--- config.mk ---
export PLATFORM = sky130hd
export DESIGN_NAME = store_buffer
export DESIGN_NICKNAME = d
export VERILOG_FILES = /design/src/rtl/store_buffer.sv
export SDC_FILE = /design/constraint.sdc
export NUM_CORES = 1
export LEC_CHECK = 0
export CORE_MARGIN = 5
export CORE_UTILIZATION = 55
export CTS_CLUSTER_SIZE = 10
export DETAILED_ROUTE_END_ITERATION = 12
export PLACE_DENSITY = 0.93
export RECOVER_POWER = 100
export SETUP_SLACK_MARGIN = 0.2
export SLEW_MARGIN = 20
export SYNTH_ARGS = -nofsm -noshare
export SYNTH_HDL_FRONTEND = slang
export SYNTH_SLANG_ARGS = --single-unit
--- constraint.sdc ---
create_clock -name clk -period 6.1 [get_ports clk]
set_input_delay 1.83 -clock clk [delete_from_list [all_inputs] [get_ports clk]]
set_output_delay 1.83 -clock clk [all_outputs]
set_load 0.02 [all_outputs]
--- src/rtl/store_buffer.sv ---
// Store buffer: a FIFO of pending stores that drains to data memory and checks loads against pending stores.
// Optional macro STORE_BUF_FWD_EN enables store-to-load forwarding of word stores.
module store_buffer #(
  parameter int DEPTH      = 4,
  parameter int ADDR_WIDTH = 32,
  parameter int DATA_WIDTH = 32
) (
  input  logic                    clk,
  input  logic                    rst,
  input  logic                    st_valid,
  output logic                    st_ready,
  input  logic [ADDR_WIDTH-1:0]   st_addr,
  input  logic [DATA_WIDTH-1:0]   st_data,
  input  logic [2:0]              st_funct3,
  input  logic                    ld_valid,
  input  logic [ADDR_WIDTH-1:0]   ld_addr,
  output logic                    ld_hit,
  output logic [DATA_WIDTH-1:0]   ld_fwd_data,
  output logic                    ld_stall,
  output logic                    mem_wr_en,
  output logic [ADDR_WIDTH-1:0]   mem_addr,
  output logic [DATA_WIDTH-1:0]   mem_wr_data,
  output logic [2:0]              mem_funct3,
  input  logic                    mem_busy,
  input  logic                    fence,
  output logic                    fence_done,
  output logic [$clog2(DEPTH):0]  count
);

  localparam int PW = $clog2(DEPTH);
  localparam int CW = PW + 1;

  typedef enum logic [1:0] {RUN, DRAIN, DONE} state_e;

  typedef struct packed {
    logic [ADDR_WIDTH-1:0] addr;
    logic [DATA_WIDTH-1:0] data;
    logic [2:0]            funct3;
  } entry_t;

  entry_t          buf_q [DEPTH];
  logic [PW-1:0]   wr_ptr_q, rd_ptr_q;
  logic [CW-1:0]   count_q, count_d;
  state_e          state_q, state_d;
  logic            push, pop, fmt_ok;
  logic            match;
  logic            unused_ld_addr_lo;

  assign fmt_ok    = (st_funct3 == 3'b000) || (st_funct3 == 3'b010);
  assign st_ready  = (count_q < CW'(DEPTH)) && (state_q == RUN);
  assign push      = st_valid && st_ready && fmt_ok;
  assign pop       = (count_q != '0) && !mem_busy;
  assign mem_wr_en = pop;
  assign count     = count_q;
  assign fence_done = (state_q == DONE);
  assign unused_ld_addr_lo = ^ld_addr[1:0];

  always_comb begin
    mem_addr    = '0;
    mem_wr_data = '0;
    mem_funct3  = '0;
    if (count_q != '0) begin
      mem_addr    = buf_q[rd_ptr_q].addr;
      mem_wr_data = buf_q[rd_ptr_q].data;
      mem_funct3  = buf_q[rd_ptr_q].funct3;
    end
  end

  always_comb begin
    count_d = count_q;
    case ({push, pop})
      2'b10:   count_d = count_q + CW'(1);
      2'b01:   count_d = count_q - CW'(1);
      default: count_d = count_q;
    endcase
  end

  always_comb begin
    state_d = state_q;
    case (state_q)
      RUN:     if (fence) state_d = DRAIN;
      DRAIN:   if (count_q == '0) state_d = DONE;
      DONE:    state_d = RUN;
      default: state_d = RUN;
    endcase
  end

  // NOTE: state registers use non-blocking assignments so every flop samples pre-edge values.
  always_ff @(posedge clk or posedge rst) begin
    if (rst) begin
      wr_ptr_q <= '0;
      rd_ptr_q <= '0;
      count_q  <= '0;
      state_q  <= RUN;
    end else begin
      if (push) wr_ptr_q <= wr_ptr_q + PW'(1);
      if (pop)  rd_ptr_q <= rd_ptr_q + PW'(1);
      count_q <= count_d;
      state_q <= state_d;
    end
  end

  // NOTE: entry storage has no reset; an entry is only meaningful while the pointers say it is occupied.
  always_ff @(posedge clk) begin
    if (push) buf_q[wr_ptr_q] <= '{addr: st_addr, data: st_data, funct3: st_funct3};
  end

`ifdef STORE_BUF_FWD_EN
  logic                  match_word;
  logic [DATA_WIDTH-1:0] match_data;
`endif

  // Walk oldest to youngest so the last hit left standing is the youngest match.
  always_comb begin
    logic [PW-1:0] idx;
    idx   = '0;
    match = 1'b0;
`ifdef STORE_BUF_FWD_EN
    match_word = 1'b0;
    match_data = '0;
`endif
    for (int k = 0; k < DEPTH; k++) begin
      idx = rd_ptr_q + PW'(k);
      if ((CW'(k) < count_q) &&
          (buf_q[idx].addr[ADDR_WIDTH-1:2] == ld_addr[ADDR_WIDTH-1:2])) begin
        match = 1'b1;
`ifdef STORE_BUF_FWD_EN
        match_word = (buf_q[idx].funct3 == 3'b010);
        match_data = buf_q[idx].data;
`endif
      end
    end
  end

`ifdef STORE_BUF_FWD_EN
  assign ld_hit      = ld_valid && match && match_word;
  assign ld_fwd_data = ld_hit ? match_data : '0;
  assign ld_stall    = ld_valid && match && !match_word;
`else
  assign ld_hit      = 1'b0;
  assign ld_fwd_data = '0;
  assign ld_stall    = ld_valid && match;
`endif

endmodule

==> summary.txt, run 1 <==
Timing
  • Final worst slack: 0.226 ns
  • Clock Skew: 0.0101 ns
  • Final Hold Violating Endpoints: 0
  • Fmax: 0.170 GHz
  • Final setup violating endpoints: 0
  • Period minus WS final: 5.87 ns
  • Least-Margin Pin Slew: 2.54 ns
  • Worst slew margin: -0.693
  • RSZ-0062 raised after global routing: false
  • Final slew viol count: 240
  • Period utilisation layout: 0.963

Detailed routing
  • TritonRoute pass-1 iters: 5
  • Vias: 9489
  • Aggregate routed wire length: 39.8 mm
  • DRT iter0 DRCs: 858
  • Final ANT Viol Nets: 0
  • Vias per cell: 6.02
  • Average routed wire per standard cell: 25.2 um
  • Residual DRC count: 0

Floorplan
  • Die W: 173 um
  • Placeable Area: 0.0261 mm^2
  • Die height: 173 um
  • FP Rows: 59
  • Die Area: 0.0299 mm^2
  • Initial core utilization: 0.559
  • IO Count: 212

Layout
  • Final net count: 1337
  • FF/Latch Area: 0.00828 mm^2
  • Fillcell total: 1826
  • Layout area overhead: 22.9%
  • Layout Cells excl Fill: 1577
  • Multi-input gate area: 0.00590 mm^2
  • Layout cells sized above 1: 0.183

Status
  • Status: finished with violations
  • Violated checks: capacitance limit, slew limit

Synth
  • Warnings, synthesis: 0
  • Cell Area, Synth: 0.0146 mm^2
  • Mapped Cells: 994
  • Top cells by area, synth: edfxtp_1 (55%), mux4_2 (10%), mux2i_1 (9.7%)
  • Yosys top cell by area: edfxtp_1
  • List of most frequent post-synthesis cells: edfxtp_1 (268), mux2i_1 (142), xnor2_1 (66)
  • Sequential share of the synthesized area: 0.566
  • Netlist cell types: 56
  • Avg Cell Area, Syn: 14.7 um^2
  • EDFF count, synth: 268
  • Top-area cell type share of the netlist area: 0.550
  • Top-count cell post-synth: edfxtp_1
  • Ys async rst share: 0.0325
  • Yosys reg bits: 277
  • Dominant synthesized flop cell: edfxtp_1

Global routing
  • Vias in the first global route: 9990
  • Grt ovf: 0
  • First-pass GRT wire length: 59.9 mm
  • Largest net degree at the start of global routing: 38
  • Initial antenna violation count: 8
  • GRT Util Overall: 0.260

Worst setup path
  • Crit end category: primary output
  • Worst Setup Path Type: input port to primary output
  • Buffers plus inverters on the worst setup path: 3
  • Worst Path Required: 4.27 ns
  • Arrival time at the worst endpoint: 4.04 ns
  • Worst-path cell chain: clkdlybuf4s50_1, buf_4, xor2_1, nor4_2, nand4_1, a21oi_1, a22oi_2, o221ai_4, buf_6
  • CP Max Fanout: 4
  • Slowest stage delay, CP: 0.50 ns
  • Crit-path slowest cell: clkdlybuf4s50_1
  • Kind of cell adding the most delay to the critical path: buffers and inverters
  • Crit path launch type: input port

Flow run
  • Max-cap violations: 7

Clock network
  • Clk slew on worst S/H paths: 0.05 ns
  • Htree depth: 1
  • Clock latency on the worst-skew pair: 0.55 ns
  • CTS Sinks: 277
  • Max Root-Sink Buffers: 3
  • Root Buffer: clkbuf_16
  • CTS buffer count: 31
  • CTS tree: built

Power
  • PnR Total Power: 0.00790 W
  • Pwr dens: 440 mW/mm^2
  • Worst vdd ir: 0.285 mV
  • P_leak: 6.48 nW

Placed design
  • Pre-CTS setup slack: -0.595 ns
  • Placed insts: 1521
  • Port-buffer cells: 176
  • Post-DP HPWL: 28.9 mm
  • GP Congestion: 0.987

Hold path
  • Worst min-delay path class: register to register
layout make-up:
cell class / count / area share
well taps: 335 / 0.0233
clock buffers: 48 / 0.0467
clock inverters: 1 / 0.000487
repair buffers: 271 / 0.138
multi-input cells: 632 / 0.328
inverters: 10 / 0.00209
flip-flops and latches: 277 / 0.461
diodes: 3 / 0.000418
cell usage in the layout, fill, tap and decap left out, types with 4 or more instances in the layout:
cell and n:
o21ai_0 20, nand3_1 6, o22ai_1 10, a22oi_1 7
nand2_1 25, and2_1 9, clkbuf_16 31, buf_4 79
clkbuf_2 5, dlygate4sd3_1 133, nor3_1 6, nand4_1 11
a211oi_1 15, a21oi_1 14, mux2_2 10, a221oi_1 4
nor2b_1 57, buf_6 4, edfxtp_1 268, mux4_2 65
clkdlybuf4s50_1 26, nor4_1 7, buf_12 4, xnor2_1 63
dfrtp_1 7, nor2_1 25, ha_1 9, clkbuf_1 24
mux2i_1 142, conb_1 33, inv_1 9, xor2_1 35
dlygate4sd2_1 7, o211ai_1 6
worst paths after layout:
kind	start	endpoint	slack, ns	cells past startpoint
worst max-delay path	ld_addr[4]	ld_stall	0.23	9
worst min-delay path	state_q[1]	state_q[0]	0.48	1
worst max register to register	count[2]	buf_q[0][40]	2.26	4
worst min register to register	state_q[1]	state_q[0]	0.48	1
max in group asynchronous	rst	rd_ptr_q[1]	4.01	2
min in group asynchronous	rst	wr_ptr_q[1]	1.75	2
layer usage:
layer | GRT usage | routed length, um
met1 | 0.333 | 15500
met2 | 0.453 | 19900
met3 | 0.0581 | 3270
met4 | 0.0692 | 1070
met5 | 0 | 62
report_power, final:
part / total, W / internal, W / leakage, nW / switching [W]
clock network: 0.00159 / 0.000928 / 0.407 / 0.000666
logic: 0.00403 / 0.00183 / 3.56 / 0.00220
registers: 0.00228 / 0.00216 / 2.51 / 0.000118
kinds of logic after synthesis:
| logic type | after synthesis | share of synthesized area |
|---|---|---|
| simple gates | 167 | 0.0634 |
| buf+inv | 117 | 0.0469 |
| xor+xnor | 102 | 0.0611 |
| compound gates | 103 | 0.0487 |
| fa+ha+maj | 9 | 0.00770 |
| mux | 218 | 0.206 |
| other cells | 1 | 0.000257 |
| flops | 277 | 0.566 |
registers in the layout, indices dropped and copies added, names as in the netlist:
signal / flops
buf_q: 268
count: 3
rd_ptr_q: 2
state_q: 2
wr_ptr_q: 2
stage by stage:
stage	util	hold WS, ns	cell area, um^2	setup TNS [ns]
finish	0.688	0.483	18000	0
detailed placement	0.651	0.470	17000	-0.595
global route	0.688	0.498	18000	0
CTS	0.687	0.482	18000	0
floorplan	-	0.434	14700	0
global placement	0.651	0.459	17000	-0.644
timing repair:
| action | CTS | global route |
|---|---|---|
| setup endpoints to repair | 1 | 1 |
| buffers inserted | 1 | 3 |
| resized for setup | 47 | 13 |
| hold buffers | 0 | 0 |
| hold endpoints to repair | 0 | 0 |
| pin swaps | 13 | 10 |
Note: power is estimated with default switching activity, not from simulation.
==> run 2: changes to the inputs <==
--- a/config.mk
+++ b/config.mk
@@ -5,6 +5,7 @@
 export SDC_FILE = /design/constraint.sdc
 export NUM_CORES = 1
 export LEC_CHECK = 0
+export ABC_CLOCK_PERIOD_IN_PS = 6100
 export CORE_MARGIN = 5
 export CORE_UTILIZATION = 55
 export CTS_CLUSTER_SIZE = 10
==> results of run 2 <==
The final DEF is identical to that of run 1; final timing and power are the same.
